<file path="config.mk">
export PLATFORM = sky130hd
export DESIGN_NAME = uart_tx_frame_flat
export DESIGN_NICKNAME = d
export VERILOG_FILES = /design/src/rtl/uart_tx_frame_if.sv /design/src/rtl/uart_tx_frame.sv /design/src/flat_wrapper.sv
export SDC_FILE = /design/constraint.sdc
export NUM_CORES = 1
export LEC_CHECK = 0
export ABC_AREA = 1
export BUFFER_PORTS_ARGS = -buffer_cell sky130_fd_sc_hd__buf_4
export CAP_MARGIN = 20
export CORE_MARGIN = 2
export CORE_UTILIZATION = 30
export CTS_BUF_LIST = sky130_fd_sc_hd__clkbuf_4 sky130_fd_sc_hd__clkbuf_8
export DETAILED_ROUTE_END_ITERATION = 10
export SYNTH_ARGS = -nofsm -noshare
export SYNTH_HDL_FRONTEND = slang
export SYNTH_SLANG_ARGS = --single-unit
</file>
<file path="constraint.sdc">
create_clock -name clk -period 1.65 [get_ports clk]
set_input_delay 0.165 -clock clk [delete_from_list [all_inputs] [get_ports clk]]
set_output_delay 0.165 -clock clk [all_outputs]
set_load 0.03 [all_outputs]
</file>
<file path="src/rtl/uart_tx_frame_if.sv">
// Byte handshake between a byte source (FIFO or controller) and the UART transmitter.
interface uart_tx_frame_if;
  logic [7:0] tx_data;
  logic       tx_valid;
  logic       tx_ready;

  modport master (
    output tx_data,
    output tx_valid,
    input  tx_ready
  );

  modport slave (
    input  tx_data,
    input  tx_valid,
    output tx_ready
  );
endinterface

</file>
<file path="src/rtl/uart_tx_frame.sv">
// 8N1 UART transmitter: LSB first, idle-high line, internal baud timing
// derived from the system clock with the same rate parameters as the receiver.
module uart_tx_frame #(
  parameter int unsigned SYS_RATE  = 100000000,
  parameter int unsigned BAND_RATE = 9600
) (
  input  logic            clk,
  input  logic            rst_n,
  uart_tx_frame_if.slave  bus,
  output logic            tx,
  output logic            tx_busy,
  output logic            tx_done
);

  localparam int unsigned CNT_BAND = SYS_RATE / BAND_RATE;
  localparam logic [15:0] CNT_MAX  = 16'(CNT_BAND - 1);

  typedef enum logic [1:0] {
    IDLE,
    START,
    DATA,
    STOP
  } state_t;

  state_t      state, state_n;
  logic [15:0] cnt, cnt_n;
  logic [2:0]  bit_idx, bit_idx_n;
  logic [7:0]  shift, shift_n;
  logic        tx_n;
  logic        ready_q, ready_n;
  logic        busy_n;
  logic        done_n;
  logic        bit_end;

  assign bus.tx_ready = ready_q;
  assign bit_end      = (cnt == CNT_MAX);

  // State and registered outputs; reset drives the line high immediately.
  always_ff @(posedge clk or negedge rst_n) begin
    if (!rst_n) begin
      state   <= IDLE;
      cnt     <= '0;
      bit_idx <= '0;
      shift   <= '0;
      tx      <= 1'b1;
      ready_q <= 1'b1;
      tx_busy <= 1'b0;
      tx_done <= 1'b0;
    end else begin
      state   <= state_n;
      cnt     <= cnt_n;
      bit_idx <= bit_idx_n;
      shift   <= shift_n;
      tx      <= tx_n;
      ready_q <= ready_n;
      tx_busy <= busy_n;
      tx_done <= done_n;
    end
  end

  // Next-state, bit timing and next values of the registered outputs.
  // Outputs are computed one edge early so tx/ready/busy/done come straight from flops.
  always_comb begin
    state_n   = state;
    cnt_n     = cnt;
    bit_idx_n = bit_idx;
    shift_n   = shift;
    tx_n      = tx;
    ready_n   = ready_q;
    busy_n    = tx_busy;
    done_n    = 1'b0;

    unique case (state)
      IDLE: begin
        cnt_n = '0;
        if (bus.tx_valid && ready_q) begin
          shift_n = bus.tx_data;
          state_n = START;
          tx_n    = 1'b0;
          ready_n = 1'b0;
          busy_n  = 1'b1;
        end
      end

      START: begin
        if (bit_end) begin
          state_n   = DATA;
          cnt_n     = '0;
          bit_idx_n = '0;
          tx_n      = shift[0];
        end else begin
          cnt_n = cnt + 16'd1;
        end
      end

      DATA: begin
        if (bit_end) begin
          cnt_n = '0;
          if (bit_idx != 3'd7) begin
            shift_n   = shift >> 1;
            bit_idx_n = bit_idx + 3'd1;
            tx_n      = shift[1];
          end else begin
            state_n = STOP;
            tx_n    = 1'b1;
          end
        end else begin
          cnt_n = cnt + 16'd1;
        end
      end

      STOP: begin
        if (bit_end) begin
          state_n = IDLE;
          cnt_n   = '0;
          ready_n = 1'b1;
          busy_n  = 1'b0;
          done_n  = 1'b1;
        end else begin
          cnt_n = cnt + 16'd1;
        end
      end

      default: begin
        state_n = IDLE;
        cnt_n   = '0;
        tx_n    = 1'b1;
        ready_n = 1'b1;
        busy_n  = 1'b0;
      end
    endcase
  end

endmodule

</file>
<file path="src/flat_wrapper.sv">
// flat-port wrapper written by rule: the top's interface ports become plain ports
module uart_tx_frame_flat 
#(
  parameter int unsigned SYS_RATE  = 100000000,
  parameter int unsigned BAND_RATE = 9600
)
  (clk, rst_n, tx, tx_busy, tx_done, bus_tx_data, bus_tx_valid, bus_tx_ready);
  uart_tx_frame_if bus_i ();
  input  logic clk;
  input  logic rst_n;
  output logic tx;
  output logic tx_busy;
  output logic tx_done;
  input wire logic [$bits(bus_i.tx_data)-1:0] bus_tx_data;
  input wire logic [$bits(bus_i.tx_valid)-1:0] bus_tx_valid;
  output wire logic [$bits(bus_i.tx_ready)-1:0] bus_tx_ready;
  assign bus_i.tx_data = bus_tx_data;
  assign bus_i.tx_valid = bus_tx_valid;
  assign bus_tx_ready = bus_i.tx_ready;
  uart_tx_frame #(.SYS_RATE(SYS_RATE), .BAND_RATE(BAND_RATE)) u_core (.clk(clk), .rst_n(rst_n), .bus(bus_i), .tx(tx), .tx_busy(tx_busy), .tx_done(tx_done));
endmodule
</file>
## After elaboration in Yosys (flattened, before gate mapping)

Cells that the tools add are included.

- Input port bits: 11
- Output and inout bits: 4
- Register bits: 33
- Memory bits (read-only): 0
- Memories: 0
- Logic and storage cells: 61
- Latch bits: 0
- Memory bits (writable): 0

- Magnitude comparators: 0
- Div/mod/pow operators: 0
- Equality and inequality tests: 11
- Shift-type cells: 0
- $add $sub $neg: 2
- $mul: 0
- Reduce and logical (&&, ||, !) cells: 12
- Mux-type cells: 28
- Bitwise operators: 0

Operators by type and width:

| kind | count |
|---|---|
| $pmux 16 s2 | 1 |
| $mux 8 | 3 |
| $add 16x1->16 const B | 1 |
| $eq 16x14->1 const B | 1 |
| $mux 16 | 1 |
| $pmux 8 s2 | 1 |
| $reduce_and 4->1 | 3 |
| $mux 2 | 5 |
| $ne 2x1->1 const B | 5 |
| $mux 1 | 9 |
| $mux 3 | 3 |
| $pmux 2 s4 | 1 |
| $pmux 3 s2 | 1 |
| $reduce_bool 2->1 | 3 |
| $reduce_and 5->1 | 1 |
| $eq 2x2->1 const B | 2 |
| $pmux 1 s2 | 2 |
| $add 3x1->3 const B | 1 |
| $ne 3x3->1 const B | 1 |
| $pmux 1 s3 | 1 |
| $reduce_and 3->1 | 1 |
| $reduce_bool 3->1 | 1 |
| $reduce_or 3->1 | 1 |
| $eq 2x1->1 const B | 1 |
| other kinds (3) | 3 |

## Longest topological paths before layout

- Depth in word-level cells: 4
- Mapped depth: 10
- Gate-level depth less buffers: 10

## Worst setup path before layout

No wires, ideal clock.

- Path kind: reg-to-reg
- Start point: reg u_core.bit_idx[0]
- End point: reg u_core.shift[2]
- Clock period less this slack: 1535 ps
- Stages on the path, launching flop included: 10
- Slack: 115 ps
- Data arrival time: 1414 ps
- Path buffers: 1
- Setup time: 122 ps
- Data required time: 1528 ps
- Cells stage by stage: dfrtp_1 -> ha_1 -> ha_1 -> nand2_1 -> inv_1 -> nor3_4 -> nand2_4 -> buf_6 -> nand2_2 -> o21ai_2

- Cells in the longest elaborated chain, start to end: 3

Ends and longest elaborated chain:

| what | RTL line | RTL |
|---|---|---|
| start, declared | uart_tx_frame.sv:27 | `logic [2:0] bit_idx, bit_idx_n;` |
| start signal, assigned | uart_tx_frame.sv:52 | `bit_idx <= bit_idx_n;` |
| $ne 3x3->1 | uart_tx_frame.sv:99 | `if (bit_idx != 3'd7) begin` |
| $ne 2x1->1 (no source line) | - |  |
| $reduce_and 4->1 (no source line) | - |  |
| end signal, assigned | uart_tx_frame.sv:53 | `shift <= shift_n;` |
| end, declared | uart_tx_frame.sv:28 | `logic [7:0] shift, shift_n;` |

No other way between the ends.
A chain may end at the register's enable or synchronous reset.

## Worst setup path in the final report

- Start point: reg u_core.bit_idx[0]
- End point: reg u_core.shift[0]

The elaborated chain is that of the path after synthesis.

==> metrics.txt <==
number of rows created at floorplan 28; die area about 6700 um2; synthesized net count 228; Total GRT Usage 0.117; average detailed-routed wire length per instance 11.3 um; mux cell area share after synthesis 0.0332; most instantiated flip-flop cell in the synthesis netlist sky130_fd_sc_hd__dfrtp_1; cell with the most instances after synthesis sky130_fd_sc_hd__nand2_1; unrepaired setup endpoints after global routing yes; drt pass-1 iters 4; number of CTS-inserted buffers 5; placed cell area 2010 um2; critical path's largest stage delay 0.38 ns; P_leak slightly above 1 nW; combinational share of power 0.029; ANT cells 0; end point of the worst hold path u_core.shift[7]; largest area contributor in the synthesized netlist sky130_fd_sc_hd__dfrtp_1; clock slew at reported path FFs 0.07 ns; Worst IR Drop VDD 0.326 mV; Syn Area/Cell 8.65 um2; global-route wire length before repair 5990 um; die height 81.6 um; die outline width slightly above 80 um; Pwr per Cell Area 688 nW/um2; type of the worst setup path flop to flop; number of synthesized register bits 33; sequential-to-total area share from yosys stat 0.458; TritonCTS clock tree yes; met3 wire length 104 um; grt total ovfl 0; Detailed Route Iter0 Violations 50; routed via count 1417; Gate Count Post-Synth 209; internal power 1.21 mW; ordered list of cells on the worst path ha_1, ha_2, nand2_2, inv_2, nor3_4, nand2_4, nand2_2, o21ai_2; amount of wire on met2 after detailed routing 1680 um; Final Non-Filler Cells ~310; Data arrival, critical path 1.72 ns; launch point of the worst hold path bus_tx_data[7]; combinational family with the most area after synthesis simple AND/OR/NAND/NOR gates; count of final hold-check violations 0; final worst clock skew 0.00416 ns; total instance count after detailed placement 299; xor-xnor portion of the synthesized cell area 0.0194; number of flops mapped to enable cells by yosys 0; fraction of synthesized cell area taken by the top area cell type 0.429; transition time of the tightest slew-check pin 0.419 ns; worst setup path startpoint u_core.bit_idx[0]; worst hold path cell count 3; number of warnings issued by yosys 0; clock network fraction of total power 0.440; startpoint class of the critical path flop; largest net degree at the start of global routing 34; CTS H-tree depth 2; library cell used as clock root buffer sky130_fd_sc_hd__clkbuf_8; post-detailed-placement half-perimeter wirelength 2470 um; number of max-capacitance violations reported 0; post-route antenna net violation count 0; fin nets 256; number of setup violations in the final report 0; Max Slew Vio Count 0; Post-route DRC 0; routed vias/inst 4.53; R2R Setup Slk 0.1 ns; Worst Setup End Kind flop; clock latency at the later pin of the worst-skew pair 0.28 ns; worst slew slack as a fraction of its limit 0.720; total wirelength of the detailed-routed design 3530 um; weighted congestion reported at the end of routability-driven placement 0.807; final instance area between 2000 and 2500 um2; initial antenna violation count 0; required time of the critical path 1.82 ns; layout cell share with drive strength beyond 1 0.294; cell with the biggest individual delay on the critical path sky130_fd_sc_hd__dfrtp_1; clock net sink count 33; final cell utilization of the core 0.376; biggest area contributors in the synthesized netlist sky130_fd_sc_hd__dfrtp_1 (43%), sky130_fd_sc_hd__nand2_1 (9.3%), sky130_fd_sc_hd__nor2_1 (5.6%), sky130_fd_sc_hd__ha_1 (5.5%), sky130_fd_sc_hd__inv_1 (5.0%); Post-Synthesis Cell Area 1810 um2; count of distinct cell types in the synthesized netlist 30; area share of fa/ha/maj cells after synthesis 0.0554; via count of the first global-routing pass ~1400; Synth-to-Final Area Change 22.4%; net switching component of the power about 0.32 mW; Worst Reg-to-Reg Cells 8; Crit Path Max Fanout 8; Boundary Pins 15; Floorplan Core Area 5890 um2; result of the run complete, no violations; highest metal layer with signal wires met4; Most Frequent Cell on Critical Path sky130_fd_sc_hd__nand2_2; switching share of power 0.208; shortest clock period the worst path allows after layout about 1.6 ns; complex-gate fraction of the synthesized area 0.107; maximum operating frequency 0.644 GHz; type of the most critical hold path input pin to flop; final clock period utilization by the worst path 0.941; leading post-synthesis cells by instance count sky130_fd_sc_hd__nand2_1 (45), sky130_fd_sc_hd__dfrtp_1 (31), sky130_fd_sc_hd__nor2_1 (27); startpoint of the worst-slack reg-to-reg timing path u_core.bit_idx[0]; buffer levels on the longest clock path 2; number of input and output port buffers inserted 14; post-synthesis simple-gate area fraction 0.266; total chip power 1.52 mW; sequential cell fraction of total power 0.531; met1 wire length about 1700 um; capture instance of the worst register-to-register path u_core.shift[0]; Async S/R FF share, synth 1.00; initial core utilization 0.307
[layer usage]
metal	GRT usage	vias up
li1	-	733
met1	0.148	666
met2	0.189	13
met3	0.0330	5
met4	0.0450	0
met5	0	-
[flip-flops by register name (all words and copies together), names as in the netlist]
| name | cells |
|---|---|
| u_core.bus.tx_ready | 1 |
| u_core.tx_done | 1 |
| u_core.cnt | 16 |
| u_core.shift | 8 |
| u_core.tx | 1 |
| u_core.bit_idx | 3 |
| u_core.state | 2 |
| u_core.tx_busy | 1 |
[repair_timing]
item,4_1_cts,5_1_grt
hold buffers,1,0
setup buffers,0,4
hold endpoints to repair,31,0
setup endpoints to repair,0,15
gates resized for setup,0,20
[cell usage in the layout, fill, tap and decap left out]
master                          synthesis  layout
sky130_fd_sc_hd__a211oi_1               1       1
sky130_fd_sc_hd__a21boi_0               1       1
sky130_fd_sc_hd__a21oi_1                4       3
sky130_fd_sc_hd__a21oi_4                0       1
sky130_fd_sc_hd__a31oi_1                3       3
sky130_fd_sc_hd__buf_4                  0      21
sky130_fd_sc_hd__clkbuf_8               0       7
sky130_fd_sc_hd__clkinv_2               0       1
sky130_fd_sc_hd__dfrtp_1               31      30
sky130_fd_sc_hd__dfrtp_2                0       1
sky130_fd_sc_hd__dfstp_2                2       2
sky130_fd_sc_hd__dlygate4sd3_1          0       1
sky130_fd_sc_hd__ha_1                   8       5
sky130_fd_sc_hd__ha_2                   0       2
sky130_fd_sc_hd__ha_4                   0       1
sky130_fd_sc_hd__inv_1                 24      20
sky130_fd_sc_hd__inv_2                  1       5
sky130_fd_sc_hd__mux2i_1                6       6
sky130_fd_sc_hd__nand2_1               45      39
sky130_fd_sc_hd__nand2_2                3       9
sky130_fd_sc_hd__nand2_4                3       4
sky130_fd_sc_hd__nand3_1                8       8
sky130_fd_sc_hd__nand3_2                1       1
sky130_fd_sc_hd__nand4_1                3       3
sky130_fd_sc_hd__nor2_1                27      26
sky130_fd_sc_hd__nor2_2                 1       2
sky130_fd_sc_hd__nor2_4                 1       1
sky130_fd_sc_hd__nor3_1                 5       5
sky130_fd_sc_hd__nor3_2                 1       1
sky130_fd_sc_hd__nor3_4                 1       1
sky130_fd_sc_hd__nor3b_1                2       2
sky130_fd_sc_hd__o21ai_0                9       8
sky130_fd_sc_hd__o21ai_1                0       1
sky130_fd_sc_hd__o21ai_2                9       9
sky130_fd_sc_hd__o21bai_1               2       2
sky130_fd_sc_hd__or2_2                  1       1
sky130_fd_sc_hd__xor2_1                 4       4
[power groups by stage]
stage / registers (mW) / clock network (mW) / logic, mW
after detailed placement: 0.824 / 0 / 0.0435
final: 0.809 / 0.670 / 0.0435
after global placement: 0.824 / 0 / 0.0435
after global routing: 0.808 / 0.728 / 0.0506
after floorplan: 0.824 / 0 / 0.00712
after CTS: 0.809 / 0.688 / 0.0455
[stage by stage]
step	hold slack [ns]	worst slack, ns	setup TNS, ns
after floorplan	-0.131	0.115	0
after global placement	0.144	0.0325	0
after detailed placement	0.142	0.0253	0
after CTS	0.145	0.00399	0
after global routing	0.155	-0.00614	-0.0139
final	0.149	0.0967	0
[worst max-delay path, delay by kind of cell (launching register included)]
family / cells / cell delay [ns]
AND/OR/NAND/NOR: 4 / 0.58
flip-flops: 1 / 0.38
AO/OA/AOI/OAI: 1 / 0.05
buffers and inverters: 1 / 0.05
adder cells (fa/ha/maj): 2 / 0.37
[cell type report]
cell class,instances,area (um2)
fillers,623,3670
clock buffers,7,96.3
well taps,75,93.8
flip-flops and latches,33,830
multi-input cells,150,927
inverters,25,93.8
clock inverters,1,5.00
repair buffers,22,168
[how the worst max path moves through the flow]
stage	end	slack (ns)	depth (start not counted)
after floorplan	u_core.shift[2]	0.11	9
after global placement	u_core.shift[7]	0.03	8
after detailed placement	u_core.shift[0]	0.03	8
after CTS	u_core.shift[0]	0.004	8
after global routing	u_core.state[0]	-0.006	8
final	u_core.shift[0]	0.1	8
[kinds of logic after synthesis]
kind of cell    Yosys count
compound gates           29
xor+xnor                  4
fa+ha+maj                 8
buf+inv                  27
flops                    33
mux                       6
simple gates            102
No activity file was read; power rests on OpenSTA's default activity.
